$ cat config.mk
export PLATFORM = sky130hd
export DESIGN_NAME = alu_seq_flat
export DESIGN_NICKNAME = d
export VERILOG_FILES = /design/src/rtl/alu_seq_if.sv /design/src/rtl/alu_seq.sv /design/src/flat_wrapper.sv
export SDC_FILE = /design/constraint.sdc
export NUM_CORES = 1
export LEC_CHECK = 0
export ABC_CLOCK_PERIOD_IN_PS = 2590
export CAP_MARGIN = 10
export CORE_MARGIN = 3
export CORE_UTILIZATION = 45
export CTS_BUF_LIST = sky130_fd_sc_hd__clkbuf_16
export CTS_CLUSTER_SIZE = 10
export DETAILED_ROUTE_END_ITERATION = 8
export PLACE_DENSITY = 0.69
export SLEW_MARGIN = 40
export SYNTH_ARGS = -nofsm -noshare
export SYNTH_HDL_FRONTEND = slang
export SYNTH_SLANG_ARGS = --single-unit
$ cat constraint.sdc
create_clock -name ALU_clk -period 2.59 [get_ports ALU_clk]
set_input_delay 0.3885 -clock ALU_clk [delete_from_list [all_inputs] [get_ports ALU_clk]]
set_output_delay 0.3885 -clock ALU_clk [all_outputs]
set_load 0.01 [all_outputs]
$ cat src/rtl/alu_seq_if.sv
// Operand/result handshake bundle for alu_seq: valid/ready on the operand side
// and on the result side, plus the registered result and status flags.
interface alu_seq_if #(
  parameter int unsigned WIDTH = 4
);
  logic [2:0]       ALU_option;
  logic [WIDTH-1:0] ALU_in1;
  logic [WIDTH-1:0] ALU_in2;
  logic             ALU_in_valid;
  logic             ALU_in_ready;
  logic [WIDTH-1:0] ALU_out;
  logic             ALU_Cout;
  logic             ALU_zero;
  logic             ALU_neg;
  logic             ALU_ovf;
  logic             ALU_out_valid;
  logic             ALU_out_ready;

  modport master (
    output ALU_option, ALU_in1, ALU_in2, ALU_in_valid, ALU_out_ready,
    input  ALU_in_ready, ALU_out, ALU_Cout, ALU_zero, ALU_neg, ALU_ovf, ALU_out_valid
  );

  modport slave (
    input  ALU_option, ALU_in1, ALU_in2, ALU_in_valid, ALU_out_ready,
    output ALU_in_ready, ALU_out, ALU_Cout, ALU_zero, ALU_neg, ALU_ovf, ALU_out_valid
  );
endinterface

$ cat src/rtl/alu_seq.sv
// Sequential ALU with registered result/flags, valid/ready handshakes and two
// iterative ops: bit-serial shift-left and shift-add multiply.
module alu_seq #(
  parameter int unsigned WIDTH = 4
) (
  input logic     ALU_clk,
  input logic     ALU_reset,
  alu_seq_if.slave bus
);
  localparam int unsigned CntW = $clog2(WIDTH + 1);

  localparam logic [2:0] OpAdd = 3'b000;
  localparam logic [2:0] OpSub = 3'b001;
  localparam logic [2:0] OpAnd = 3'b010;
  localparam logic [2:0] OpOr  = 3'b011;
  localparam logic [2:0] OpNot = 3'b100;
  localparam logic [2:0] OpXor = 3'b101;
  localparam logic [2:0] OpShl = 3'b110;
  localparam logic [2:0] OpMul = 3'b111;

  typedef enum logic [1:0] {StIdle, StBusy, StDone} state_e;

  state_e             state_q, state_d;
  logic [2:0]         op_q;
  logic [CntW-1:0]    cnt_q;
  logic [WIDTH-1:0]   shreg_q;
  logic               sh_cout_q;
  logic [WIDTH-1:0]   mcand_q;
  logic [2*WIDTH-1:0] prod_q;
  logic [WIDTH-1:0]   out_q;
  logic               cout_q, zero_q, neg_q, ovf_q;

  logic               in_ready, accept, go_busy, last;
  logic [CntW-1:0]    sh_amt;
  logic [WIDTH:0]     sum_w, diff_w;
  logic [WIDTH-1:0]   sc_res;
  logic               sc_cout, sc_ovf;
  logic [WIDTH-1:0]   sh_next;
  logic [WIDTH:0]     mul_sum;
  logic [2*WIDTH-1:0] prod_next;
  logic               load_en;
  logic [WIDTH-1:0]   load_res;
  logic               load_cout, load_ovf;

  assign accept = bus.ALU_in_valid && in_ready;
  assign last   = (cnt_q == CntW'(1));

  // Shift amount saturates at WIDTH; larger B just clears the operand.
  always_comb begin
    sh_amt = CntW'(bus.ALU_in2);
    if (32'(bus.ALU_in2) >= WIDTH) sh_amt = CntW'(WIDTH);
  end

  assign go_busy = (bus.ALU_option == OpMul) ||
                   ((bus.ALU_option == OpShl) && (sh_amt != '0));

  always_comb begin
    sum_w   = {1'b0, bus.ALU_in1} + {1'b0, bus.ALU_in2};
    diff_w  = {1'b0, bus.ALU_in1} - {1'b0, bus.ALU_in2};
    sc_res  = bus.ALU_in1;
    sc_cout = 1'b0;
    sc_ovf  = 1'b0;
    unique case (bus.ALU_option)
      OpAdd: begin
        sc_res  = sum_w[WIDTH-1:0];
        sc_cout = sum_w[WIDTH];
        sc_ovf  = (bus.ALU_in1[WIDTH-1] == bus.ALU_in2[WIDTH-1]) &&
                  (sum_w[WIDTH-1] != bus.ALU_in1[WIDTH-1]);
      end
      OpSub: begin
        sc_res  = diff_w[WIDTH-1:0];
        sc_cout = diff_w[WIDTH];
        sc_ovf  = (bus.ALU_in1[WIDTH-1] != bus.ALU_in2[WIDTH-1]) &&
                  (diff_w[WIDTH-1] != bus.ALU_in1[WIDTH-1]);
      end
      OpAnd:   sc_res = bus.ALU_in1 & bus.ALU_in2;
      OpOr:    sc_res = bus.ALU_in1 | bus.ALU_in2;
      OpNot:   sc_res = ~bus.ALU_in1;
      OpXor:   sc_res = bus.ALU_in1 ^ bus.ALU_in2;
      default: sc_res = bus.ALU_in1;
    endcase
  end

  // Multiplier keeps {partial_hi, multiplier_lo} and shifts right once per step.
  always_comb begin
    sh_next   = {shreg_q[WIDTH-2:0], 1'b0};
    mul_sum   = {1'b0, prod_q[2*WIDTH-1:WIDTH]} + (prod_q[0] ? {1'b0, mcand_q} : '0);
    prod_next = {mul_sum, prod_q[WIDTH-1:1]};
  end

  always_comb begin
    load_en   = 1'b0;
    load_res  = sc_res;
    load_cout = sc_cout;
    load_ovf  = sc_ovf;
    if (accept && !go_busy) begin
      load_en = 1'b1;
    end else if (state_q == StBusy && last) begin
      load_en  = 1'b1;
      load_ovf = 1'b0;
      if (op_q == OpMul) begin
        load_res  = prod_next[WIDTH-1:0];
        load_cout = |prod_next[2*WIDTH-1:WIDTH];
      end else begin
        load_res  = sh_next;
        load_cout = shreg_q[WIDTH-1];
      end
    end
  end

  always_ff @(posedge ALU_clk) begin
    if (ALU_reset) state_q <= StIdle;
    else           state_q <= state_d;
  end

  always_comb begin
    state_d = state_q;
    unique case (state_q)
      StIdle:  if (accept) state_d = go_busy ? StBusy : StDone;
      StBusy:  if (last) state_d = StDone;
      StDone:  if (bus.ALU_out_ready) state_d = StIdle;
      default: state_d = StIdle;
    endcase
  end

  always_comb begin
    in_ready          = (state_q == StIdle) && !ALU_reset;
    bus.ALU_in_ready  = in_ready;
    bus.ALU_out_valid = (state_q == StDone);
  end

  always_ff @(posedge ALU_clk) begin
    if (ALU_reset) begin
      op_q      <= '0;
      cnt_q     <= '0;
      shreg_q   <= '0;
      sh_cout_q <= 1'b0;
      mcand_q   <= '0;
      prod_q    <= '0;
      out_q     <= '0;
      cout_q    <= 1'b0;
      zero_q    <= 1'b0;
      neg_q     <= 1'b0;
      ovf_q     <= 1'b0;
    end else begin
      if (accept) begin
        op_q      <= bus.ALU_option;
        cnt_q     <= (bus.ALU_option == OpMul) ? CntW'(WIDTH) : sh_amt;
        shreg_q   <= bus.ALU_in1;
        sh_cout_q <= 1'b0;
        mcand_q   <= bus.ALU_in1;
        prod_q    <= {{WIDTH{1'b0}}, bus.ALU_in2};
      end else if (state_q == StBusy) begin
        cnt_q     <= cnt_q - CntW'(1);
        shreg_q   <= sh_next;
        sh_cout_q <= shreg_q[WIDTH-1];
        prod_q    <= prod_next;
      end
      if (load_en) begin
        out_q  <= load_res;
        cout_q <= load_cout;
        zero_q <= (load_res == '0);
        neg_q  <= load_res[WIDTH-1];
        ovf_q  <= load_ovf;
      end
    end
  end

  assign bus.ALU_out  = out_q;
  assign bus.ALU_Cout = cout_q;
  assign bus.ALU_zero = zero_q;
  assign bus.ALU_neg  = neg_q;
  assign bus.ALU_ovf  = ovf_q;

endmodule

$ cat src/flat_wrapper.sv
// flat-port wrapper written by rule: the top's interface ports become plain ports
module alu_seq_flat 
#(
  parameter int unsigned WIDTH = 4
)
  (ALU_clk, ALU_reset, bus_ALU_option, bus_ALU_in1, bus_ALU_in2, bus_ALU_in_valid, bus_ALU_out_ready, bus_ALU_in_ready, bus_ALU_out, bus_ALU_Cout, bus_ALU_zero, bus_ALU_neg, bus_ALU_ovf, bus_ALU_out_valid);
  alu_seq_if #(.WIDTH(WIDTH)) bus_i ();
  input logic ALU_clk;
  input logic ALU_reset;
  input wire logic [$bits(bus_i.ALU_option)-1:0] bus_ALU_option;
  input wire logic [$bits(bus_i.ALU_in1)-1:0] bus_ALU_in1;
  input wire logic [$bits(bus_i.ALU_in2)-1:0] bus_ALU_in2;
  input wire logic [$bits(bus_i.ALU_in_valid)-1:0] bus_ALU_in_valid;
  input wire logic [$bits(bus_i.ALU_out_ready)-1:0] bus_ALU_out_ready;
  output wire logic [$bits(bus_i.ALU_in_ready)-1:0] bus_ALU_in_ready;
  output wire logic [$bits(bus_i.ALU_out)-1:0] bus_ALU_out;
  output wire logic [$bits(bus_i.ALU_Cout)-1:0] bus_ALU_Cout;
  output wire logic [$bits(bus_i.ALU_zero)-1:0] bus_ALU_zero;
  output wire logic [$bits(bus_i.ALU_neg)-1:0] bus_ALU_neg;
  output wire logic [$bits(bus_i.ALU_ovf)-1:0] bus_ALU_ovf;
  output wire logic [$bits(bus_i.ALU_out_valid)-1:0] bus_ALU_out_valid;
  assign bus_i.ALU_option = bus_ALU_option;
  assign bus_i.ALU_in1 = bus_ALU_in1;
  assign bus_i.ALU_in2 = bus_ALU_in2;
  assign bus_i.ALU_in_valid = bus_ALU_in_valid;
  assign bus_i.ALU_out_ready = bus_ALU_out_ready;
  assign bus_ALU_in_ready = bus_i.ALU_in_ready;
  assign bus_ALU_out = bus_i.ALU_out;
  assign bus_ALU_Cout = bus_i.ALU_Cout;
  assign bus_ALU_zero = bus_i.ALU_zero;
  assign bus_ALU_neg = bus_i.ALU_neg;
  assign bus_ALU_ovf = bus_i.ALU_ovf;
  assign bus_ALU_out_valid = bus_i.ALU_out_valid;
  alu_seq #(.WIDTH(WIDTH)) u_core (.ALU_clk(ALU_clk), .ALU_reset(ALU_reset), .bus(bus_i));
endmodule
== After elaboration in Yosys (flattened, before gate mapping) ==
Cells that the tools add are included.
Word-level totals
  bits in registers: 32
  input port bits: 15
  output and inout bits: 10
  word-level logic and storage cells: 84
Cells by class
  add/subtract/negate cells: 4
  $lt $le $gt $ge: 1
  equality and inequality tests: 18
  mux-type cells: 27
  bitwise logic cells: 4
  reductions and logical operators: 18
Operators with widths (number)
  two-way mux 4 bit: 8
  one-hot mux 4 bit (6 select lines): 1
  == test 3 bit (second input constant): 5
  two-way mux 3 bit: 4
  adder 4 x 4 -> 5 bit: 2
  two-way mux 2 bit: 4
  logical AND 1 bit: 7
  two-way mux 1 bit: 7
  == test 3 x 1 -> 1 bit (second input constant): 2
  == test 3 x 2 -> 1 bit (second input constant): 2
  one-hot mux 2 bit (3 select lines): 1
  subtractor 4 x 4 -> 5 bit: 1
  bitwise AND 4 bit: 1
  greater-or-equal comparator 4 x 3 -> 1 bit (second input constant): 1
  logical NOT 4 bit: 1
  != test 2 x 1 -> 1 bit (second input constant): 2
  NOT 4 bit: 1
  OR 4 bit: 1
  one-hot mux 1 bit (2 select lines): 2
  OR reduction 4 bit: 1
  bitwise XOR 4 bit: 1
  logical NOT 3 bit: 1
  != test 1 bit: 3
  AND reduction 3 bit: 1
  11 further kinds: 12

== Depth between registers and ports, before layout ==
Gate-level depths: netlist (run 1).
  depth after elaboration: 9
  mapped depth: 10
  depth with buffers taken out: 10

== Worst setup path after synthesis (run 1) ==
OpenSTA, ideal clock, no wires.
  kind: input to register
  start point: input bus_ALU_in1[0]
  end point: register u_core.zero_q (netlist: u_core.bus.ALU_zero)
  library setup time: 0.116 ns
  data arrival time: 2.011 ns
  required time: 2.474 ns
  slack: 0.463 ns
  stages: 9
  buffers on the path: 0
  cells stage by stage: inv_1 > ha_1 > inv_1 > fa_1 > inv_1 > mux4_2 > o22ai_1 > o21ai_1 > a31o_1
On the way
  longest elaborated chain between the ends: 5
  elaborated cells on any way between the ends: 10
  those cells by class: add/sub: 2; mux: 3; bitwise: 4; reduce/logical: 1
RTL lines
  start, declared: line flat_wrapper.sv:11  | input wire logic [$bits(bus_i.ALU_in1)-1:0] bus_ALU_in1;
  subtractor 4 x 4 -> 5 bit (tied with other cells): line alu_seq.sv:59  | diff_w = {1'b0, bus.ALU_in1} - {1'b0, bus.ALU_in2};
  one-hot mux 4 bit (6 select lines) *: line alu_seq.sv:63  | unique case (bus.ALU_option)
  two-way mux 4 bit: line alu_seq.sv:98  | end else if (state_q == StBusy && last) begin
  two-way mux 4 bit *: line alu_seq.sv:96  | if (accept && !go_busy) begin
  logical NOT 4 bit *: line alu_seq.sv:162  | zero_q <= (load_res == '0);
  end signal, assigned: line alu_seq.sv:162
  end, declared: line alu_seq.sv:31  | logic cout_q, zero_q, neg_q, ovf_q;
Every way passes the cells marked *; elsewhere a longest branch is shown, timed or not.
A chain may end at the register's enable or synchronous reset.

== Worst setup path after layout (run 1) ==
Ends and elaborated chain as after synthesis.

==> summary.md, run 1 <==
Along the worst hold path, the cell count comes to 2. For this design, the sink count on the clock tree is 31. In this run the count of I/O pins placed on the die edge is 25. The die width is 76.7 um, and the clock period minus final worst setup slack is 2.46 ns. The worst setup path is launched from an input port. In this run, the combinational gates consume 22.7% of the power. Remaining number of nets flagged by the antenna check after routing: 0. Detailed placement finished with a half-perimeter wire length of 4180 um. The share of the Yosys chip area taken by registers is 27.6%.

The tools report the hold path startpoint as u_core.mcand_q[0]. The share of the clock period used by the worst path was 95.0%; the floorplan die area was 5890 um2. The tools report the antenna diode instance count as 0.

In the synthesized netlist the dominant register cell turns out to be sky130_fd_sc_hd__dfxtp_1. Total routing usage reported by global routing: 19.7%. Entering global routing, the biggest net connects 27 pins.

Clock latency on the worst-skew pair, taken at its later pin, is 0.28 ns. Net switching is 27.5% of the power. For the total number of yosys warnings, the log shows 0. After floorplanning, the core was sized to cover 4790 um2. Sorting the synthesized cells by area gives the leading types as sky130_fd_sc_hd__dfxtp_1 28%, sky130_fd_sc_hd__ha_1 10%, sky130_fd_sc_hd__nand2_1 5.0%.

The power density over the cells came out at 493 nW/um2. The class of the tightest hold or removal check was flop to flop. The clock network burns 39.4% of the power. The first detailed-routing pass ran for 4 iterations. The tools report the leakage power summed over all cells as 1.19 nW. Setup repair after global routing left no endpoint under its margin.

The tools report the count of maximum capacitance violations as 0. Summed over all nets, the switching power comes to 0.381 mW. Sequential cells account for 37.9% of the total power.

The run gives 0.917 as the placer congestion estimate. The ratio of cells with drive above 1 in the final layout came out at 14.2%. The cell count after synthesis is 277. Across all layers, the routed design uses 2,074 vias.

Ranked by instance count, the synthesized netlist is headed by 31 x sky130_fd_sc_hd__dfxtp_1, 30 x sky130_fd_sc_hd__nand2_1, 29 x sky130_fd_sc_hd__nor2_1, 20 x sky130_fd_sc_hd__inv_1. Initial antenna violation count: 0. The number of remaining DRC errors is 0, and the routed wirelength normalized by instance count is 14.2 um.

Along the worst path, the maximum fanout reaches 3. Counting cells, the worst reg-to-reg path comes to 9. Setup slack on the worst reg-to-reg path comes out at 0.35 ns. The transition time at the pin with the least slew margin came out at 0.508 ns. The critical path is of the input port to flop type. The most numerous cell in the Yosys netlist is sky130_fd_sc_hd__dfxtp_1.

In this run, post-CTS hold repair placed 0 buffers. Summed over all instances, the cell type with the most area after synthesis is sky130_fd_sc_hd__dfxtp_1. The post-route core utilization came out at 58.9%.

The post-synthesis instance area was 2250 um2; the number of max-slew violations in the final report was 0. The tools report the end point of the worst hold path as u_core.mcand_q[0]. The run gives 47.0% as the starting density of the core.

The routed design has 5440 um of wire. The startpoint of the worst-slack reg-to-reg timing path was u_core.prod_q[0]. In this run the critical register-to-register path is captured at u_core.bus.ALU_Cout. Total negative setup slack: 0 ns.

The run gives 313 as the net count after synthesis. The clock tree root buffer cell is sky130_fd_sc_hd__clkbuf_16. The headroom to the max-slew limit was 65.3%; the clock transition at the register clock pins on the worst setup and hold paths after CTS was 0.05 ns.

The count of routing violations after the opening detailed-route iteration is 111. The final number of hold-violating endpoints came out at 0. Signal arrival time at the worst endpoint: 2.63 ns.

The flow ran to the end, and the final reports show no timing, DRC or antenna violations. Counting along the longest clock path gives a buffer depth of 2. Compared with the post-synthesis result, the final layout area differs by 25.2%. The via count of the first global-routing pass was 1,893; the fraction of synthesis flops using an asynchronous set or reset pin was 0%. The number of buffers created by CTS is 5, and the number of setup violations in the final report is 0. The number of enable-type register cells in the synthesized netlist is 0, and the height of the die is 76.7 um. Using the TritonRoute via totals, the vias-per-cell ratio works out to 5.40. The tools report the design internal power as 1.01 mW.

The run gives 2.76 ns as the required time reported for the critical path endpoint. The H-tree generated during clock tree synthesis spans 2 levels. The number of buffers inserted by port buffering came out at 24.

A synthesized cell averages 8.13 um2. Summed over all layers, the global routing overflow is 0. The share of the synthesized area in the top cell type is 27.6%, and the unique cell type count in the Yosys netlist is 59.

The final layout contains 352 nets. Static timing analysis puts the maximum clock frequency at 0.407 GHz. TritonCTS built the clock tree. The floorplan has 25 rows.

The worst setup path is captured at a flop. The worst clock skew is 0.00704 ns, and the global-route wire length before repair is 9370 um. After synthesis the netlist holds a flip-flop and latch count of 31. For the peak ir drop on the vdd network, the log shows 251 uV.
## power groups by stage
| stage | combinational, mW | sequential, mW | clock [mW] |
|---|---|---|---|
| global placement | 0.310 | 0.535 | 0 |
| CTS | 0.315 | 0.527 | 0.555 |
| detailed placement | 0.313 | 0.536 | 0 |
| global route | 0.351 | 0.530 | 0.583 |
| finish | 0.315 | 0.527 | 0.547 |
| floorplan | 0.195 | 0.533 | 0 |
## registers in the layout (all words and copies together) (netlist names)
signal,flops
u_core.bus.ALU_Cout,1
u_core.bus.ALU_neg,1
u_core.bus.ALU_out,3
u_core.bus.ALU_ovf,1
u_core.bus.ALU_zero,1
u_core.cnt_q,3
u_core.mcand_q,4
u_core.op_q,3
u_core.prod_q,8
u_core.shreg_q,4
u_core.state_q,2
## logic make-up (layout without fill, tap and decap cells)
family                     Yosys count  after routing  synth area share, %
buffers and inverters               39             79                 8.17
DFF                                 31             31                 27.6
AOI/OAI and AO/OA                   67             67                 20.5
and+or+nand+nor                    103            103                 23.7
adders and majority gates           21             21                 12.7
xor gates and xnor gates             6              6                 2.33
muxes                               10             10                 5.06
## area by class of cell
class	instances	area (um2)
Fill cell	455	1970
Multi-Input combinational cell	207	1450
Sequential cell	31	621
Timing Repair Buffer	50	450
Clock buffer	5	125
Tap cell	67	83.8
Inverter	21	78.8
Clock inverter	3	12.5
## how the worst max path moves through the flow
stage | slack (ns) | cells after the start | start | end
after floorplan | 0.46 | 9 | bus_ALU_in1[0] | u_core.bus.ALU_zero
after global placement | -0.16 | 9 | bus_ALU_in2[0] | u_core.bus.ALU_zero
after detailed placement | -0.20 | 9 | bus_ALU_in2[0] | u_core.bus.ALU_zero
after CTS | 0.08 | 9 | bus_ALU_in2[0] | u_core.bus.ALU_zero
after global routing | 0.002 | 10 | bus_ALU_in1[0] | u_core.bus.ALU_zero
final | 0.13 | 10 | bus_ALU_in1[0] | u_core.bus.ALU_zero
## per-layer routing
metal  share of wire, %  wire [um]  vias up  track usage, %
li1                   -          -     1047               -
met4                1.6         89        0            6.52
met1                 46       2520      973            27.6
met3                4.1        225        9            3.52
met5                  0          0        -               0
met2                 48       2600       45            30.7
## placed cells by master (no fill, tap or decap), types with 2 or more instances in the layout
cell,instances
sky130_fd_sc_hd__dfxtp_1,31
sky130_fd_sc_hd__nand2_1,30
sky130_fd_sc_hd__nor2_1,29
sky130_fd_sc_hd__buf_4,25
sky130_fd_sc_hd__clkdlybuf4s50_1,23
sky130_fd_sc_hd__inv_1,22
sky130_fd_sc_hd__a21oi_1,18
sky130_fd_sc_hd__ha_1,18
sky130_fd_sc_hd__o21ai_0,12
sky130_fd_sc_hd__nor3_1,9
sky130_fd_sc_hd__mux2i_1,8
sky130_fd_sc_hd__xnor2_1,6
sky130_fd_sc_hd__nand3b_1,6
sky130_fd_sc_hd__a311oi_1,5
sky130_fd_sc_hd__nand3_1,5
sky130_fd_sc_hd__clkbuf_16,5
sky130_fd_sc_hd__and2_1,3
sky130_fd_sc_hd__a21o_1,3
sky130_fd_sc_hd__a2111oi_0,3
sky130_fd_sc_hd__a22oi_1,3
sky130_fd_sc_hd__o22ai_1,3
sky130_fd_sc_hd__a211oi_1,3
sky130_fd_sc_hd__fa_1,3
sky130_fd_sc_hd__nor2b_1,2
sky130_fd_sc_hd__nor2_2,2
sky130_fd_sc_hd__or3_1,2
sky130_fd_sc_hd__nand2b_1,2
sky130_fd_sc_hd__nor2_4,2
sky130_fd_sc_hd__o21ai_1,2
## repair_timing
item	4_1_cts	5_1_grt
hold endpoints to repair	0	0
endpoints found under the setup margin	0	1
gates resized for setup	0	1
setup buffers	0	0
## critical path, cell delays in order
cell and delay, ns:
sky130_fd_sc_hd__clkdlybuf4s50_1 0.44, sky130_fd_sc_hd__inv_1 0.10, sky130_fd_sc_hd__ha_1 0.19, sky130_fd_sc_hd__inv_1 0.06, sky130_fd_sc_hd__fa_1 0.47, sky130_fd_sc_hd__inv_1 0.03
sky130_fd_sc_hd__mux4_2 0.45, sky130_fd_sc_hd__o22ai_1 0.19, sky130_fd_sc_hd__o21ai_1 0.10, sky130_fd_sc_hd__a31o_1 0.21
## metrics by stage
step                      total power, mW  hold WS [ns]  instances  setup slack, ns  instance area (um2)
after floorplan                     0.728         0.417        277            0.463                 2250
final                                1.39         0.468        384            0.130                 2820
after global placement              0.846         0.430        376           -0.159                 2680
after detailed placement            0.850         0.466        376           -0.198                 2680
after global routing                 1.46         0.505        384          0.00153                 2820
after CTS                            1.40         0.476        384           0.0778                 2820
(Power assumes the default switching activity.)
==> run 2, diff against run 1 <==
SETUP_SLACK_MARGIN = 0.5   (was default)
==> run 2 against run 1 <==
Worst hold slack got worse by 0.019 ns; global-route usage rose by 0.64 points; clock power rose by 19%; cell area rose by 6.4%; register-to-register slack improved by 0.27 ns; critical path depth did not move; critical endpoint unchanged; core utilization rose by 3.8 points; sequential cell count did not move; count of clock-buffer cells in the layout did not move; highest routed layer unchanged; clock skew fell by 0.00074 ns; largest power group unchanged; setup slack improved by 0.41 ns; cell count rose by 2.1%.
==> summary.md, run 2 (synthesis gave the netlist of run 1 again) <==
The final total power is 1.52 mW (+9.6%). Area taken by flip-flops and latches: 623 um2 (+0.40%). The critical path goes through buf_6, inv_4, ha_4, inv_2, fa_1, inv_1, mux4_2, o22ai_2, o21ai_2, a31o_1. Setup repair after global routing could not meet its margin everywhere.

For the starting density of the core, the log shows 47.0% (unchanged). Number of buffers and inverters on the critical path: 4 (unchanged). Sort of element at the end of the critical path: a flop. The share of the clock period used by the worst path is 79.0% (-16 points). The number of buffers created by CTS is 5 (unchanged). The level count of the clock H-tree is 2 (unchanged), and the largest driver fanout on the critical path is 3 (unchanged). The clock period minus final worst setup slack was 2.05 ns (-0.414 ns); the total routing usage reported by global routing was 20.4% (+0.64 points).

The signal arrival time at the worst endpoint was 2.21 ns (-0.42 ns); the worst-case hold slack was 0.450 ns (-0.0185 ns). The library cells used most frequently in the layout, excluding fill and tap cells, are 33 x sky130_fd_sc_hd__buf_4, 30 x sky130_fd_sc_hd__nand2_1, 29 x sky130_fd_sc_hd__nor2_1, 29 x sky130_fd_sc_hd__dfxtp_1. Clock tree root buffer cell: sky130_fd_sc_hd__clkbuf_16. The library cell used most frequently in the layout, excluding fill and tap cells, is sky130_fd_sc_hd__buf_4.

The hold-fix buffer count after cts was 0 (unchanged); the clock transition at the register clock pins on the worst setup and hold paths after CTS was 0.05 ns (about the same). The run gives 0 (unchanged) as the remaining number of nets flagged by the antenna check after routing. For the largest net degree at the start of global routing, the log shows 32 (+19%). The number of max-slew violations in the final report is 0 (unchanged). Relative to the synthesized area, the layout overhead comes to 33.2%.

Transition time at the pin with the least slew margin: 0.467 ns (-0.0409 ns). The run gives 0 (unchanged) as the overflow left after global routing. The run gives 414 (-9.0%) as the filler cell count.

The area occupied by multi-input gates is 1560 um2 (+7.6%), and the flip-flop count of the largest register after layout is 8 (unchanged). The routed via count divided by cell count works out to 5.47 (+1.3%). The run gives 0.920 (+0.36%) as the placer congestion estimate.

Power density over the cells: 508 nW/um2 (+3.0%). Number of setup violations in the final report: 0 (unchanged). The tools report the total clock sinks as 31 (unchanged). The ratio of cells with drive above 1 in the final layout was 26.5% (+12 points). In this design, the largest share of critical-path delay is due to adder cells. The sort of element at the start of the critical path was an input port. The die width came out at 76.7 um (unchanged).

The startpoint identified for the worst hold timing path is u_core.mcand_q[0]. The final number of hold-violating endpoints was 0 (unchanged); the worst clock skew was 0.00630 ns (-0.000743 ns). The peak ir drop on the vdd network was 389 uV (+55%); the height of the die was 76.7 um (unchanged). The startpoint of the worst-slack reg-to-reg timing path was u_core.prod_q[0].

For the setup slack after layout, the log shows 0.544 ns (+0.414 ns). The routed wirelength normalized by instance count was 14.9 um (+5.0%). For the minimum setup slack after placement, the log shows -0.152 ns (+0.0465 ns). The critical setup path kind was input port to flop. Number of buffers inserted by port buffering: 24 (unchanged). The length of the first detailed-routing pass in iterations is 4 (unchanged), and the wire length after detailed routing is 5830 um (+7.1%). The tightest min-delay check is of the flop to flop type. The run gives 5890 um2 (unchanged) as the floorplan die area. The register with the highest flop count is u_core.prod_q. The antenna diode instance count was 0 (unchanged); the leakage power summed over all cells was 1.24 nW (+4.2%). The logs give 25 (unchanged) for the site row count and 360 (+2.3%) for the final-stage net count. The timing-limited maximum frequency was 0.489 GHz (+20%). In this run the worst setup path begins at bus_ALU_in1[0].

The logs give 9740 um (+3.9%) for the global-route wire length before repair and 68.8% (+3.6 points) for the headroom to the max-slew limit. The half-perimeter wire length after detailed placement was 4290 um (+2.7%); the biggest cell delay along the critical path was 0.49 ns (+0.02 ns). The tools report the I/O pin count as 25 (unchanged). The run gives 2,145 (+3.4%) as the total via count in the routed design. In the final layout, the registers with the most flip-flops are u_core.prod_q x8, u_core.mcand_q x4, u_core.shreg_q x4.

The count of routing violations after the opening detailed-route iteration is 93 (-16%), and the required time reported for the critical path endpoint is 2.75 ns (about the same). For the core footprint, the log shows 4790 um2 (unchanged). Maximum buffer depth of the clock tree: 2 (unchanged). TritonCTS built the clock tree. The clock insertion delay at the later pin of the skew report was 0.27 ns (about the same). The slowest library cell on the worst path was sky130_fd_sc_hd__fa_1. The number of remaining DRC errors is 0 (unchanged), and the initial antenna violation count is 0 (unchanged). Count of maximum capacitance violations: 0 (unchanged). The via count of the first global-routing pass is 2,082 (+10%).

The run finished with clean final reports.
==> run 2: final timing paths <==
kind	end	slack, ns	cells after the start
setup / recovery	u_core.bus.ALU_zero	0.54	10
hold / removal	u_core.mcand_q[0]	0.45	2
setup reg to reg	u_core.bus.ALU_Cout	0.62	10
hold reg to reg	u_core.mcand_q[0]	0.45	2
==> run 2: layout make-up <==
cell class / instances / share of cell area [%]
tap: 67 / 2.80
inverter: 21 / 2.80
clock inverter: 3 / 1.29
sequential: 31 / 20.8
timing repair buffer: 58 / 16.2
clock buffer: 5 / 4.17
multi-input combinational: 207 / 51.9
==> run 2: worst register-to-register path: cells and delay by family, from the launching register on <==
kind | cells | cell delay (ns)
AO/OA/AOI/OAI | 4 | 0.61
adder cells (fa/ha/maj) | 2 | 0.52
buffers and inverters | 2 | 0.10
flip-flops | 1 | 0.34
AND/OR/NAND/NOR | 2 | 0.29
==> run 2: what timing repair did <==
item | in CTS | in global routing
gates resized for setup | 25 | 28
pin swaps | 5 | 8
buffers inserted | 1 | 3
gates cloned | 0 | 0
endpoints found under the hold margin | 0 | 0
endpoints found under the setup margin | 7 | 5
==> run 2: report_power, final <==
| part | internal [mW] | leakage [nW] | switching [mW] |
|---|---|---|---|
| registers | 0.508 | 0.254 | 0.0200 |
| clock network | 0.448 | 0.0812 | 0.203 |
| logic | 0.166 | 0.902 | 0.177 |
| total | 1.12 | 1.24 | 0.400 |
==> run 2: routing by layer <==
metal	track usage (%)	vias up	wire length, um
met5	0	-	0
met4	6.70	0	133
met1	26.8	1015	2700
li1	-	1066	-
met3	3.87	10	179
met2	33.5	54	2820
==> run 2: per-stage QoR <==
stage               util (%)  instances  area (um2)  TNS [ns]
finish                  62.6        392        3000         0
global route            62.6        392        3000         0
CTS                     61.3        389        2930         0
detailed placement      56.6        380        2710    -0.257
global placement        56.6        380        2710    -0.210
floorplan                  -        277        2270         0
